==> src/rtl/wddl_dual_rail_decoder.sv <==
// WDDL dual-rail receiver: checks the precharge/evaluate protocol on true/false rail pairs
// and hands each completed evaluate word to a single-ended valid/ready consumer.
module wddl_dual_rail_decoder #(
  parameter int WIDTH     = 8,
  parameter int TMO_CYC   = 4,
  parameter int ERR_CNT_W = 8
) (
  input  logic                 clk,
  input  logic                 rst_n,
  input  logic                 phase,
  input  logic [WIDTH-1:0]     dr_t,
  input  logic [WIDTH-1:0]     dr_f,
  output logic [WIDTH-1:0]     out_data,
  output logic                 out_valid,
  input  logic                 out_ready,
  output logic                 err_pulse,
  output logic [1:0]           err_code,
  output logic [ERR_CNT_W-1:0] err_count
);

  localparam int TMO_W = (TMO_CYC > 1) ? $clog2(TMO_CYC) : 1;
  localparam logic [TMO_W-1:0] TMO_LAST = TMO_W'(TMO_CYC - 1);

  localparam logic [1:0] ERR_NONE    = 2'd0;
  localparam logic [1:0] ERR_BOTH_HI = 2'd1;
  localparam logic [1:0] ERR_TIMEOUT = 2'd2;
  localparam logic [1:0] ERR_OVERRUN = 2'd3;

  typedef enum logic [1:0] {
    ST_PRE   = 2'd0,
    ST_EVAL  = 2'd1,
    ST_HOLD  = 2'd2,
    ST_DRAIN = 2'd3
  } state_e;

  state_e               state_q, state_d;
  logic [TMO_W-1:0]     tmo_q, tmo_d;
  logic [WIDTH-1:0]     data_q, data_d;
  logic                 valid_q, valid_d;
  logic                 fell_q, fell_d;
  logic                 err_pulse_q;
  logic [1:0]           err_code_q;
  logic [ERR_CNT_W-1:0] err_count_q;
  logic                 raise_err;
  logic [1:0]           raise_code;

  logic [WIDTH-1:0] done_bits;
  logic [WIDTH-1:0] bad_bits;
  logic             all_done;
  logic             any_bad;
  logic             rails_zero;

  genvar gi;
  generate
    for (gi = 0; gi < WIDTH; gi++) begin : g_rail
      assign done_bits[gi] = dr_t[gi] ^ dr_f[gi];
      assign bad_bits[gi]  = dr_t[gi] & dr_f[gi];
    end
  endgenerate

  assign all_done   = &done_bits;
  assign any_bad    = |bad_bits;
  assign rails_zero = ~|(dr_t | dr_f);

  always_comb begin
    state_d    = state_q;
    tmo_d      = tmo_q;
    data_d     = data_q;
    valid_d    = valid_q;
    fell_d     = fell_q;
    raise_err  = 1'b0;
    raise_code = ERR_NONE;

    unique case (state_q)
      ST_PRE: begin
        if (phase) begin
          state_d = ST_EVAL;
          tmo_d   = '0;
        end
      end

      ST_EVAL: begin
        // Priority order: bad rail > complete word > early precharge > timeout.
        if (any_bad) begin
          raise_err  = 1'b1;
          raise_code = ERR_BOTH_HI;
          state_d    = ST_DRAIN;
        end else if (all_done) begin
          data_d  = dr_t;
          valid_d = 1'b1;
          fell_d  = 1'b0;
          state_d = ST_HOLD;
        end else if (!phase) begin
          raise_err  = 1'b1;
          raise_code = ERR_TIMEOUT;
          state_d    = ST_PRE;
        end else if (tmo_q == TMO_LAST) begin
          raise_err  = 1'b1;
          raise_code = ERR_TIMEOUT;
          state_d    = ST_DRAIN;
        end else begin
          tmo_d = tmo_q + 1'b1;
        end
      end

      ST_HOLD: begin
        // A full precharge-then-evaluate while still holding means the next word is lost.
        if (!phase) begin
          fell_d = 1'b1;
        end else if (fell_q) begin
          raise_err  = 1'b1;
          raise_code = ERR_OVERRUN;
          fell_d     = 1'b0;
        end
        if (valid_q && out_ready) begin
          valid_d = 1'b0;
          fell_d  = 1'b0;
          state_d = phase ? ST_DRAIN : ST_PRE;
        end
      end

      ST_DRAIN: begin
        if (!phase && rails_zero) begin
          state_d = ST_PRE;
        end
      end

      default: state_d = ST_PRE;
    endcase
  end

  always_ff @(posedge clk or negedge rst_n) begin
    if (!rst_n) begin
      state_q <= ST_PRE;
      tmo_q   <= '0;
      data_q  <= '0;
      valid_q <= 1'b0;
      fell_q  <= 1'b0;
    end else begin
      state_q <= state_d;
      tmo_q   <= tmo_d;
      data_q  <= data_d;
      valid_q <= valid_d;
      fell_q  <= fell_d;
    end
  end

  always_ff @(posedge clk or negedge rst_n) begin
    if (!rst_n) begin
      err_pulse_q <= 1'b0;
      err_code_q  <= ERR_NONE;
      err_count_q <= '0;
    end else begin
      err_pulse_q <= raise_err;
      if (raise_err) begin
        err_code_q <= raise_code;
        if (err_count_q != {ERR_CNT_W{1'b1}}) begin
          err_count_q <= err_count_q + 1'b1;
        end
      end
    end
  end

  assign out_data  = data_q;
  assign out_valid = valid_q;
  assign err_pulse = err_pulse_q;
  assign err_code  = err_code_q;
  assign err_count = err_count_q;

endmodule

==> config.mk <==
export PLATFORM = sky130hd
export DESIGN_NAME = wddl_dual_rail_decoder
export DESIGN_NICKNAME = d
export VERILOG_FILES = /design/src/rtl/wddl_dual_rail_decoder.sv
export SDC_FILE = /design/constraint.sdc
export NUM_CORES = 1
export LEC_CHECK = 0
export BUFFER_PORTS_ARGS = -buffer_cell sky130_fd_sc_hd__buf_4
export CAP_MARGIN = 5
export CORE_MARGIN = 1.5
export CORE_UTILIZATION = 45
export CTS_CLUSTER_DIAMETER = 40
export DETAILED_ROUTE_END_ITERATION = 8
export PLACE_DENSITY = 0.69
export SETUP_SLACK_MARGIN = 0.4
export SLEW_MARGIN = 25
export SYNTH_ARGS = -nofsm -noshare
export SYNTH_HDL_FRONTEND = slang
export SYNTH_SLANG_ARGS = --single-unit
==> constraint.sdc <==
create_clock -name clk -period 2.35 [get_ports clk]
set_clock_uncertainty 0.15 [all_clocks]
set_input_delay 0.1175 -clock clk [delete_from_list [all_inputs] [get_ports clk]]
set_output_delay 0.1175 -clock clk [all_outputs]
set_load 0.01 [all_outputs]
==> impl_summary.md <==
Outcome
The run finished with clean final reports.

Yosys
The fraction of the yosys area taken by sequential cells is 39.9%. A synthesized cell averages 9.49 sq um. The Yosys warning count is 0. The share of synthesized flip-flops with an asynchronous set or reset is 100%. The dominant synthesized flop cell is dfrtp_1. Synthesis produced 165 cells. The number of different library cells in the post-synthesis netlist is 35.

The synthesized flop and latch total is 25. After synthesis the cells add up to 0.00157 sq mm. The number of flops mapped to enable cells by yosys is 0. The post-synth net total is 207.

Timing
The maximum clock frequency is 0.527 GHz. The final hold violation count is 0. The headroom to the max-slew limit is 71.2%. The final-layout setup total negative slack is 0 ns. Setup repair after global routing could not meet its margin everywhere. Of the available clock period, the critical path in the final layout requires 80.7%.

For the pin with the worst max-slew slack, the measured transition is 0.430 ns. Setup violations remaining at the end of the flow were counted as 0. The final critical path time including I/O delays and setup is 1.90 ns. The count of final max-slew check failures is 0. The worst path meets setup with 0.452 ns of slack.

Layout
The top cell types in the final layout, fill and taps aside, are buf_4 (46), dfrtp_1 (24), inv_1 (19), nand2_1 (18), ha_1 (15). 0 antenna diodes ended up in the layout. The library cell used most frequently in the layout, excluding fill and tap cells, is buf_4.

Compared with the post-synthesis result, the final layout area differs by 41.5%. The net count of the finished layout is 265. The share of final-layout standard cells stronger than drive strength 1 is 32.4%.

Detailed routing
For this block, the routed nets add up to 3750 um of wire. In the routed design, unresolved DRC markers number 0. The first TritonRoute pass finished after 4 iterations. The number of DRC markers in iteration 0 is 73. The total vias in the final route is 1409. The post-detailed-route count of antenna-violating nets is 0. In the final routed layout, each cell accounts on average for 14.0 um. After detailed routing, the number of vias per cell comes to 5.26.

Global route
The number of global-route vias before repair was 1353. The maximum number of pins on one net before global-route repair is 26. Across every metal layer, demand over resource in global routing totals 21.0%. The wire length of the first global-routing pass is 5920 um.

The initial antenna violation count was 0. After global routing the overflow that remains totals 0.

Clock tree
The cell at the root of the clock tree is clkbuf_4. The clock latency on the worst-skew pair is 0.31 ns. The clock passes through at most 2 buffers. Clock-pin slew was measured on the worst setup and hold paths at 0.14 ns. In this run the number of H-tree levels came out at 1. The clock buffer count from CTS is 3. The CTS tree is done. The tree built by TritonCTS fans out to 25 sinks.

Place
The total half-perimeter wirelength after legalization and detailed placement is 2710 um. Routability-driven placement finished with a final weighted congestion of 0.795. During placement, the flow inserted port buffers numbering 39. OpenSTA, run right after detailed placement, puts the worst setup slack at 0.0591 ns.

Floorplanning
The floorplan step set the die width to 62 um. The die extent in y is 62 um. The die covers 0.00384 sq mm. The number of primary I/O pins is 40.

The effective utilization at floorplan is 46.9%. The initialized floorplan defines 21 standard-cell rows. The floorplan step defined a core boundary enclosing 0.00334 sq mm.

Critical path
By startpoint and endpoint, the worst setup path is classified as input pin to flop. The kind of start point of the critical path is an input pin. STA classifies the critical path endpoint as a flop. At the worst endpoint, the arrival time is 1.96 ns. STA puts the critical path data required time at 2.42 ns. Of all nets on the critical path, the largest fanout is 7.

Pwr
The leakage power total is 1.06 nW. The cell area power density is 875 mW/mm^2. The largest voltage drop on the vdd net is 0.387 mV.

Worst hold path
The min-delay analysis places its worst path in the category input pin to async pin.

Job
The total of max-cap violations is 0.
==> cells by family after synthesis <==
family	Yosys count	synth area share, %
xor gates and xnor gates	4	2.24
muxes	2	1.44
DFF	25	39.9
adders and majority gates	22	17.6
and+or+nand+nor	50	16.8
buffers and inverters	25	5.99
AOI/OAI and AO/OA	37	16.1
==> area by class of cell <==
cell class | instances | area (sq um)
flip-flops and latches | 25 | 627
repair buffers | 56 | 445
well taps | 46 | 57.6
multi-input cells | 115 | 978
inverters | 22 | 82.6
fillers | 276 | 1120
clock buffers | 4 | 26.3
==> per-stage QoR <==
stage / utilization (%) / hold slack, ns / total power, mW / instances / cell area [sq um]
3_5_place_dp: 59.1 / -0.105 / 1.52 / 249 / 1970
2_1_floorplan: - / -0.328 / 1.20 / 165 / 1620
6_report: 66.4 / 0.0769 / 1.94 / 268 / 2220
4_1_cts: 64.6 / 0.0767 / 1.83 / 266 / 2150
5_1_grt: 66.4 / 0.0737 / 2.09 / 268 / 2220
3_3_place_gp: 59.1 / -0.115 / 1.49 / 249 / 1970
==> critical path, cell delays in order <==
cell     delay [ns]
buf_4          0.12
ha_4           0.15
or4_4          0.55
or2_4          0.29
nor4b_4        0.38
o21ai_1        0.14
a22o_1         0.22
==> report_power, final <==
part	leakage, nW	total [mW]	internal [mW]	switching, mW
combinational	0.723	1.07	0.522	0.547
sequential	0.323	0.680	0.550	0.129
clock	0.0150	0.192	0.0662	0.126
==> repair_timing <==
action                                  in CTS  in global routing
resized for setup                            5                 12
pin swaps                                    2                  1
hold buffers                                10                  0
endpoints found under the hold margin       34                  0
setup buffers                                3                  2
endpoints found under the setup margin       9                 13
==> sequential cells by signal, summed over array words and instances, names as in the netlist <==
signal and count:
out_data 8, out_valid 1, fell_q 1, tmo_q 2
err_pulse 1, state_q 2, err_count 8, err_code 2
==> per-layer routing <==
layer	wire (um)	global-route usage (%)	vias to the layer above
met4	82	7.90	0
li1	-	-	688
met5	0	0	-
met3	157	2.90	10
met1	1580	24.5	667
met2	1930	38.7	44
==> cells in the mapped netlist (2+ instances only) <==
cell        n  area, sq um
dfrtp_1    25          626
ha_1       22          275
inv_1      22         82.6
nand2_1    18         67.6
o21ai_0    13         65.1
nor2_1     10         37.5
nand3_1     7         35.0
nand4_1     5         31.3
a31oi_1     4         25.0
a21oi_1     3         15.0
clkbuf_1    3         11.3
nor2b_1     3         18.8
xnor2_1     3         26.3
a211oi_1    2         15.0
mux2_2      2         22.5
o21ai_1     2         10.0
o221ai_1    2         17.5
o2bb2ai_1   2         17.5
==> worst paths after layout <==
kind,from,to,slack [ns],cells after the start
max in group asynchronous,rst_n,state_q[0],1.71,2
worst min-delay path,rst_n,err_count[4],0.08,2
worst max register to register,state_q[1],state_q[0],0.47,7
worst min register to register,out_data[1],out_data[1],0.36,2
min in group clk,out_ready,out_valid,0.08,3
worst max-delay path,dr_t[2],tmo_q[0],0.45,7
(Power assumes the default switching activity.)
